<file path="config.mk">
export PLATFORM = sky130hd
export DESIGN_NAME = modbus_poll_scheduler
export DESIGN_NICKNAME = d
export VERILOG_FILES = /design/src/rtl/modbus_poll_scheduler.sv
export SDC_FILE = /design/constraint.sdc
export NUM_CORES = 1
export LEC_CHECK = 0
export CAP_MARGIN = 5
export CORE_AREA = 2 2 194 196
export CTS_CLUSTER_DIAMETER = 60
export DETAILED_ROUTE_END_ITERATION = 10
export DIE_AREA = 0 0 196 198
export GPL_TIMING_DRIVEN = 0
export PLACE_DENSITY = 0.66
export SYNTH_ARGS = -nofsm -noshare
export SYNTH_HDL_FRONTEND = slang
export SYNTH_SLANG_ARGS = --single-unit
export TNS_END_PERCENT = 5
</file>
<file path="constraint.sdc">
create_clock -name i_clk -period 7.8 [get_ports i_clk]
set_input_delay 2.34 -clock i_clk [delete_from_list [all_inputs] [get_ports i_clk]]
set_output_delay 2.34 -clock i_clk [all_outputs]
set_load 0.01 [all_outputs]
</file>
<file path="src/rtl/modbus_poll_scheduler.sv">
// rtl/modbus_poll_scheduler.sv - round-robin scheduler sharing one modbus frame engine among SLOTS requesters
// Optional reply-timeout retry is enabled by defining MODBUS_SCHED_RETRY_EN.
module modbus_poll_scheduler #(
   parameter int SLOTS         = 4,
   parameter int FRAME_BYTES   = 8,
   parameter int RX_BUFFERSIZE = 64,
   parameter int ACK_TIMEOUT   = 120000,
   parameter int RX_TIMEOUT    = 120000,
   parameter int GAP_CYCLES    = 4800
) (
   input  logic                          i_clk,
   input  logic                          i_rst,
   input  logic [SLOTS-1:0]              i_req,
   input  logic [SLOTS*8-1:0]            i_req_len,
   input  logic [SLOTS*FRAME_BYTES*8-1:0] i_req_data,
   output logic [SLOTS-1:0]              o_grant,
   output logic                          o_done,
   output logic [2:0]                    o_done_slot,
   output logic [1:0]                    o_status,
   output logic [7:0]                    o_resp_len,
   output logic [RX_BUFFERSIZE-25:0]     o_resp_data,
   output logic                          o_busy,
   output logic [FRAME_BYTES*8+15:0]     o_txdata,
   input  logic [RX_BUFFERSIZE-1:0]      i_rxdata
);

   localparam int PW  = FRAME_BYTES*8;
   localparam int TXW = PW+16;

   localparam logic [2:0] S_IDLE     = 3'd0;
   localparam logic [2:0] S_ISSUE    = 3'd1;
   localparam logic [2:0] S_WAIT_ACK = 3'd2;
   localparam logic [2:0] S_WAIT_RX  = 3'd3;
   localparam logic [2:0] S_GAP      = 3'd4;

`ifdef MODBUS_SCHED_RETRY_EN
   localparam bit RETRY_EN = 1'b1;
`else
   localparam bit RETRY_EN = 1'b0;
`endif

   logic [2:0]               r_state;
   logic [2:0]               r_slot;
   logic [2:0]               r_rr;
   logic [7:0]               r_frame_id;
   logic [7:0]               r_rx_ref;
   logic [31:0]              r_cnt;
   logic [SLOTS-1:0]         r_grant;
   logic [TXW-1:0]           r_txdata;
   logic                     r_done;
   logic [2:0]               r_done_slot;
   logic [1:0]               r_status;
   logic [7:0]               r_resp_len;
   logic [RX_BUFFERSIZE-25:0] r_resp_data;
   logic                     r_retried;
   logic                     r_retry_pend;

   logic [2*SLOTS-1:0]       w_req2;
   logic [SLOTS-1:0]         w_rot;
   logic                     w_pick_found;
   logic [2:0]               w_pick_slot;
   logic [3:0]               w_sum;
   logic [PW-1:0]            w_payload;
   logic [7:0]               w_len_raw;
   logic [7:0]               w_len;
   logic                     w_ack;
   logic                     w_reply;
   logic                     w_end;
   logic                     w_retry;
   logic [1:0]               w_end_status;
   logic [2:0]               w_rr_next;

   // Rotate requests so bit 0 is the rr pointer; the lowest set rotated bit wins.
   assign w_req2 = {i_req, i_req} >> r_rr;
   assign w_rot  = w_req2[SLOTS-1:0];

   always_comb begin
      w_pick_found = 1'b0;
      w_pick_slot  = 3'd0;
      w_sum        = 4'd0;
      for (int i = SLOTS-1; i >= 0; i--) begin
         if (w_rot[i]) begin
            w_sum = {1'b0, r_rr} + 4'(i);
            if (w_sum >= 4'(SLOTS)) w_sum = w_sum - 4'(SLOTS);
            w_pick_found = 1'b1;
            w_pick_slot  = w_sum[2:0];
         end
      end
   end

   always_comb begin
      w_payload = '0;
      w_len_raw = 8'd0;
      for (int i = 0; i < SLOTS; i++) begin
         if (r_slot == 3'(i)) begin
            w_payload = i_req_data[i*PW +: PW];
            w_len_raw = i_req_len[i*8 +: 8];
         end
      end
   end

   assign w_len     = (w_len_raw > 8'(FRAME_BYTES)) ? 8'(FRAME_BYTES) : w_len_raw;
   assign w_ack     = (i_rxdata[7:0] == r_frame_id);
   assign w_reply   = (i_rxdata[15:8] != r_rx_ref);
   assign w_rr_next = (r_slot == 3'(SLOTS-1)) ? 3'd0 : r_slot + 3'd1;

   always_comb begin
      w_end        = 1'b0;
      w_retry      = 1'b0;
      w_end_status = 2'b00;
      if (r_state == S_WAIT_ACK && !w_ack && r_cnt == 32'(ACK_TIMEOUT-1)) begin
         w_end        = 1'b1;
         w_end_status = 2'b10;
      end else if (r_state == S_WAIT_RX) begin
         if (w_reply) begin
            w_end        = 1'b1;
            w_end_status = r_retried ? 2'b11 : 2'b00;
         end else if (r_cnt == 32'(RX_TIMEOUT-1)) begin
            if (RETRY_EN && !r_retried) begin
               w_retry = 1'b1;
            end else begin
               w_end        = 1'b1;
               w_end_status = 2'b01;
            end
         end
      end
   end

   always_ff @(posedge i_clk or posedge i_rst) begin
      if (i_rst) begin
         r_state      <= S_IDLE;
         r_slot       <= 3'd0;
         r_rr         <= 3'd0;
         r_frame_id   <= 8'd0;
         r_rx_ref     <= 8'd0;
         r_cnt        <= 32'd0;
         r_grant      <= '0;
         r_txdata     <= '0;
         r_done       <= 1'b0;
         r_done_slot  <= 3'd0;
         r_status     <= 2'b00;
         r_resp_len   <= 8'd0;
         r_resp_data  <= '0;
         r_retried    <= 1'b0;
         r_retry_pend <= 1'b0;
      end else begin
         r_done <= 1'b0;
         case (r_state)
            S_IDLE: begin
               if (w_pick_found) begin
                  r_slot    <= w_pick_slot;
                  r_grant   <= SLOTS'(1) << w_pick_slot;
                  r_rx_ref  <= i_rxdata[15:8];
                  r_retried <= 1'b0;
                  r_state   <= S_ISSUE;
               end
            end
            S_ISSUE: begin
               r_frame_id <= r_frame_id + 8'd1;
               r_txdata   <= {w_payload, w_len, r_frame_id + 8'd1};
               r_cnt      <= 32'd0;
               r_state    <= S_WAIT_ACK;
            end
            S_WAIT_ACK: begin
               if (w_ack) begin
                  r_cnt   <= 32'd0;
                  r_state <= S_WAIT_RX;
               end else begin
                  r_cnt <= r_cnt + 32'd1;
               end
            end
            S_WAIT_RX: r_cnt <= r_cnt + 32'd1;
            S_GAP: begin
               if (r_cnt == 32'(GAP_CYCLES-1)) begin
                  r_state      <= r_retry_pend ? S_ISSUE : S_IDLE;
                  r_retry_pend <= 1'b0;
                  r_cnt        <= 32'd0;
               end else begin
                  r_cnt <= r_cnt + 32'd1;
               end
            end
            default: r_state <= S_IDLE;
         endcase
         if (w_end) begin
            r_done      <= 1'b1;
            r_done_slot <= r_slot;
            r_status    <= w_end_status;
            r_grant     <= '0;
            r_rr        <= w_rr_next;
            r_cnt       <= 32'd0;
            r_state     <= S_GAP;
            if (r_state == S_WAIT_RX && w_reply) begin
               r_resp_len  <= i_rxdata[23:16];
               r_resp_data <= i_rxdata[RX_BUFFERSIZE-1:24];
            end
         end
         // Retry keeps the grant: the same slot re-issues after the gap.
         if (w_retry) begin
            r_retried    <= 1'b1;
            r_retry_pend <= 1'b1;
            r_cnt        <= 32'd0;
            r_state      <= S_GAP;
         end
      end
   end

   assign o_grant     = r_grant;
   assign o_done      = r_done;
   assign o_done_slot = r_done_slot;
   assign o_status    = r_status;
   assign o_resp_len  = r_resp_len;
   assign o_resp_data = r_resp_data;
   assign o_busy      = (r_state != S_IDLE);
   assign o_txdata    = r_txdata;

endmodule

</file>
==> results.cfg, run 1 <==
[status]
status = complete, no violations

[synth]
synthCells = 1052
synth-edff-count = 0
syn_nets = 1417
synth.avg_cell_area_sq_um = 9.34
synthTopCellsByCount = dfrtp_1, nand2_1, nor2_1, o21ai_0, a21oi_1
ys_seq_elements = 187
ys_async_sr_fraction_pct = 100
ys_top_cells_by_area = dfrtp_1, mux2_2, a221oi_1
synth_ff_type = dfrtp_1
syn_area_sq_um = 9820
yosysSeqAreaShare_pct = 47.6
netlist-cell-type-count = 58
synth.most_common_cell = dfrtp_1
ys.warnings.count = 0
yosysTopAreaCell = dfrtp_1
synth_top_cell_area_share_pct = 47.6

[critical_path]
reg2reg_slack_ns = 4.53
cp_max_fo = 10
required_ns = 8.16
crit_chain = clkdlybuf4s50_1 -> xor2_1 -> nor4_1 -> a21oi_1 -> o21bai_1 -> buf_2 -> nand2_1 -> o2bb2ai_1
path_class = primary input to flop
worst-path-stages = 8
cp_top_family = compound AO/OA/AOI/OAI gates
ff2ff_path_depth = 10
slowest_delay_ns = 0.63
r2r_start = r_slot[0]$_DFFE_PP0P_
rr_endpoint = o_txdata[23]$_DFFE_PP0P_
end_kind = flop
cp_slowest_cell = o21bai_1
path_buf_inv = 2
critPathLaunchType = primary input
crit_start = i_rxdata[14]
cp.arrival_ns = 4.93

[clocking]
clkTransAtPathRegs_ns = 0.08
cts_tree = yes
cts_resized = 0
cts-root-buf = clkbuf_16
postCtsSetupBuffers = 0
clock_latency_ns = 0.44
cts-htree-levels = 4
clk_path_buf_depth = 2
cts_buffers = 17
cts.sinks = 187
hold_buffers = 0

[global_route]
grt_start_max_net_pins = 99
grt-ovfl-total = 0
grt_pass1_vias = 10100
antenna_found_initial = 2
grt_use_total_pct = 20.4
grt_first_pass_wirelength_microns = 59800

[layout]
final_cells = 2057
final_core_util_pct = 43.3
area_growth_pct = 63.0
fin_nets = 1933
drive_above_1_share_pct = 7.72

[drt]
routedWlPerCell_microns = 20.1
drc = 0
routed_wl_microns = 41300
via_count = 10200
drt_first_iter_violations = 549
ant_nets = 0
first_pass_iters = 5
vias_per_cell = 4.97

[pwr]
ir_worst_vdd_mv = 0.146
leakage_nw = 6.38
p_per_area_nw_per_um2 = 341

[timing]
fin_hold_ws_ns = 0.482
maxSlewViolCount = 0
period_share_pct = 58.5
max_freq_mhz = 219
period_minus_slack_ns = 4.57
worst_pin_slew_ns = 0.905
skew_ns = 0.0144
hold_viol_final = 0
slew_headroom_pct = 39.6
rsz0062_at_grt = no
setup_viol = 0

[floorplanning]
core_sq_um = 37000
die_area_sq_um = 38800
core.rowCount = 71
dieWidth_microns = 196
start_util_pct = 26.6
die_y_microns = 198
ioPinCount = 497

[run]
maxCapViolCount = 0

[min_path]
hold_depth = 2
hp-class = flop to flop
whs_endpoint = o_txdata[68]$_DFFE_PP0P_
hp-start = o_txdata[68]$_DFFE_PP0P_

[place]
placed_cells = 2023
io_buffers = 496
dp_hpwl_microns = 33300
place.gp.congestion = 0.943
[sequential cells by signal, summed over array words and instances (netlist names)]
| name | cells |
|---|---|
| o_resp_len | 8 |
| r_rr | 3 |
| r_state | 3 |
| o_txdata | 73 |
| o_done_slot | 3 |
| r_rx_ref | 8 |
| o_resp_data | 40 |
| o_grant | 4 |
| o_done | 1 |
| o_status | 2 |
| r_slot | 3 |
| r_cnt | 32 |
| r_frame_id | 7 |
[how the worst max path moves through the flow]
stage | end | slack, ns
2_1_floorplan | o_done$_DFF_PP0_ | 0.37
3_3_place_gp | o_txdata[56]$_DFFE_PP0P_ | -2.37
3_5_place_dp | o_grant[0]$_DFFE_PP0P_ | 2.66
4_1_cts | o_grant[0]$_DFFE_PP0P_ | 3.12
5_1_grt | o_grant[0]$_DFFE_PP0P_ | 3.05
6_report | o_grant[0]$_DFFE_PP0P_ | 3.23
[metal layers]
metal / vias to the layer above / part of all wire, % / GRT usage (%)
met5: - / 0 / 0
met4: 0 / 3.9 / 8.33
met3: 69 / 7.7 / 5.31
met2: 478 / 50 / 36.3
met1: 4832 / 39 / 23.4
li1: 4849 / - / -
[worst register-to-register path: stages (launching register included)]
cell and delay, ns:
dfrtp_1 0.44, inv_1 0.15, ha_1 0.16, clkbuf_1 0.43, nor2b_1 0.24, clkbuf_1 0.67
clkbuf_1 0.49, a221oi_1 0.20, nor3_1 0.21, a21oi_1 0.06, o21ai_0 0.15
[cells by family after synthesis]
logic type	after synthesis	share of synthesized area (%)
and+or+nand+nor	379	18.5
AOI/OAI and AO/OA	287	18.8
DFF	187	47.6
buffers and inverters	93	3.81
muxes	61	6.97
xor gates and xnor gates	38	3.39
adders and majority gates	7	0.892
[through the flow]
step	total power, mW	TNS, ns	area, sq um	setup WS (ns)
final	5.46	0	16000	3.23
after floorplan	3.15	0	9820	0.375
after global routing	5.85	0	16000	3.05
after detailed placement	4.61	0	15400	2.66
after global placement	4.56	-437.46	15400	-2.37
after CTS	5.51	0	16000	3.12
[cell usage in the layout (no fill, tap or decap), drive strengths merged, types with 8 or more instances in the layout]
| master | netlist | final |
|---|---|---|
| inv | 10 | 17 |
| mux2 | 59 | 59 |
| a21oi | 89 | 89 |
| and3 | 12 | 12 |
| xor2 | 17 | 17 |
| clkdlybuf4s50 | 0 | 496 |
| a221oi | 68 | 68 |
| nand4 | 16 | 16 |
| and2 | 8 | 8 |
| nor2 | 94 | 94 |
| dfrtp | 187 | 187 |
| nand2 | 118 | 118 |
| o21ai | 92 | 92 |
| nand2b | 8 | 8 |
| buf | 20 | 21 |
| clkbuf | 63 | 81 |
| nor3 | 77 | 77 |
| nor2b | 11 | 11 |
| xnor2 | 21 | 21 |
[where the power goes]
part / internal (mW) / switching, mW
registers: 1.32 / 0.209
clock network: 0.438 / 0.447
logic: 1.42 / 1.63
[area by class of cell]
| class | instances | area (sq um) |
|---|---|---|
| antenna | 2 | 5.00 |
| buffer | 83 | 337 |
| clock buffer | 18 | 439 |
| clock inverter | 14 | 151 |
| fill | 3605 | 20900 |
| inverter | 10 | 45.0 |
| multi-input combinational | 772 | 4770 |
| sequential | 187 | 4680 |
| tap | 474 | 593 |
| timing repair buffer | 497 | 4990 |
Note: power is estimated with default switching activity, not from simulation.
==> run 2, diff against run 1 <==
--- a/config.mk
+++ b/config.mk
@@ -6,12 +6,12 @@
 export NUM_CORES = 1
 export LEC_CHECK = 0
 export CAP_MARGIN = 5
-export CORE_AREA = 2 2 194 196
+export CORE_AREA = 2 2 192 194
 export CTS_CLUSTER_DIAMETER = 60
 export DETAILED_ROUTE_END_ITERATION = 10
-export DIE_AREA = 0 0 196 198
+export DIE_AREA = 0 0 194 196
 export GPL_TIMING_DRIVEN = 0
-export PLACE_DENSITY = 0.66
+export PLACE_DENSITY = 0.69
 export SYNTH_ARGS = -nofsm -noshare
 export SYNTH_HDL_FRONTEND = slang
 export SYNTH_SLANG_ARGS = --single-unit
==> constraint.sdc (replaced) <==
create_clock -name i_clk -period 4.1 [get_ports i_clk]
set_input_delay 1.23 -clock i_clk [delete_from_list [all_inputs] [get_ports i_clk]]
set_output_delay 1.23 -clock i_clk [all_outputs]
set_load 0.01 [all_outputs]
==> results.cfg, run 2 (synthesis results as in run 1) <==
[clocking]
cts_buffers = 17
clkTransAtPathRegs_ns = 0.08
cts_tree = yes
clock_latency_ns = 0.46
clk_path_buf_depth = 2
postCtsSetupBuffers = 0
cts-htree-levels = 4
cts-root-buf = clkbuf_16
cts_resized = 0
cts.sinks = 187
hold_buffers = 0

[layout]
fin_nets = 1937
layout_commonest_cell = clkdlybuf4s50_1
drive_above_1_share_pct = 7.82
largest_register_ff_count = 73
postLayoutCellArea_sq_um = 16100
final_core_util_pct = 44.5
area_growth_pct = 63.6
mostFrequentLayoutCells = clkdlybuf4s50_1, dfrtp_1, nand2_1, nor2_1, o21ai_0
multi_input_area_sq_um = 4770
num-fill-cells = 3518
layout.area.seq_sq_um = 4680

[pwr]
leakage_nw = 6.40
p_per_area_nw_per_um2 = 648
ir_worst_vdd_mv = 0.362

[floorplanning]
ioPinCount = 497
start_util_pct = 27.2
core_sq_um = 36100
core.rowCount = 70
dieWidth_microns = 194
die_y_microns = 196
die_area_sq_um = 38000

[timing]
worst_pin_slew_ns = 0.964
skew_ns = 0.0171
setup_slack_ns = 0.598
setup_viol = 0
hold_viol_final = 0
max_freq_mhz = 286
period_share_pct = 85.4
slew_headroom_pct = 35.7
rsz0062_at_grt = no
period_minus_slack_ns = 3.50
maxSlewViolCount = 0

[drt]
vias_per_cell = 5.07
drc = 0
routedWlPerCell_microns = 21.3
drt_first_iter_violations = 623
drt-met1-wl_microns = 16800
ant_nets = 0
met3_length_microns = 3000
routed_wl_microns = 43800
met2_wirelength_microns = 22200
via_count = 10400
first_pass_iters = 6
top_layer = met4

[min_path]
hold_depth = 2
hp-start = o_txdata[16]$_DFFE_PP0P_
hp-class = flop to flop
whs_endpoint = o_txdata[16]$_DFFE_PP0P_

[critical_path]
ff2ff_path_depth = 9
end_kind = flop
cp_slowest_cell = o41ai_1
rr_endpoint = o_txdata[19]$_DFFE_PP0P_
required_ns = 4.41
crit_chain = clkdlybuf4s50_1 -> xor2_1 -> nor4_1 -> a21oi_1 -> a21oi_1 -> buf_2 -> nand2_2 -> o41ai_1
path_class = primary input to flop
worst_path_most_repeated_cell = a21oi_1
path_buf_inv = 2
r2r_start = r_slot[0]$_DFFE_PP0P_
cp_max_fo = 10
reg2reg_slack_ns = 0.73
cp.arrival_ns = 3.82
slowest_delay_ns = 0.49
cp_top_family = compound AO/OA/AOI/OAI gates
critPathLaunchType = primary input

[global_route]
antenna_found_initial = 7
grt-ovfl-total = 0
grt_start_max_net_pins = 40
grt_use_total_pct = 22.7
grt_first_pass_wirelength_microns = 65200
grt_pass1_vias = 10600

[place]
place.gp.congestion = 0.939
pre_cts_slack_ns = 0.0764
placed_area_sq_um = 15500
dp_hpwl_microns = 35500
io_buffers = 496

[run]
maxCapViolCount = 0

[status]
status = complete, no violations
## run 2: cell types whose count changed in the layout (fill, tap and decap cells not counted)
cell	previous run	this run
clkinvlp_4	2	4
inv_12	1	0
clkbuf_1	63	65
clkinv_8	3	1
diode_2	2	6
inv_6	4	2
buf_16	1	0
buf_12	0	5
bufinv_16	0	1
## run 2: worst max-delay path by stage
stage                     cells after the start         start                       end
after floorplan                               1         i_rst          o_done$_DFF_PP0_
after global placement                        2         i_rst  o_txdata[56]$_DFFE_PP0P_
after detailed placement                      8  i_rxdata[15]    o_grant[3]$_DFFE_PP0P_
after CTS                                     8  i_rxdata[15]    o_grant[1]$_DFFE_PP0P_
after global routing                          8  i_rxdata[15]    o_grant[0]$_DFFE_PP0P_
final                                         8  i_rxdata[15]     r_cnt[25]$_DFFE_PP0P_
## run 2: tightest hold or removal path: stages, from the launching register on
cell and delay [ns]:
dfrtp_1 0.34, nand2_1 0.04, o21ai_0 0.06
## run 2: per-stage QoR
step                      hold slack [ns]  total power, mW  std cells  TNS [ns]
after floorplan                     0.491             5.99       1052         0
after global placement              0.463             8.65       2016   -214.18
after detailed placement            0.469             8.77       2021         0
after CTS                           0.485             10.5       2053         0
after global routing                0.505             11.1       2059         0
final                               0.481             10.4       2059         0
## run 2: cell type report
cell class	count	area share, %
clock buffers	20	2.78
flip-flops and latches	187	29.1
diodes	6	0.0934
repair buffers	501	31.5
plain buffers	83	2.09
multi-input cells	772	29.7
well taps	468	3.64
inverters	10	0.257
clock inverters	12	0.833
## run 2: routing by layer
metal | vias up | global-route usage [%]
met3 | 78 | 5.40
met4 | 0 | 9.60
li1 | 4859 | -
met5 | - | 0
met1 | 5030 | 26.2
met2 | 480 | 40.1
## run 2: report_power, final
group          internal, mW  switching (mW)
sequential             2.52           0.399
clock                 0.875           0.808
combinational          2.71            3.10
total                  6.10            4.31
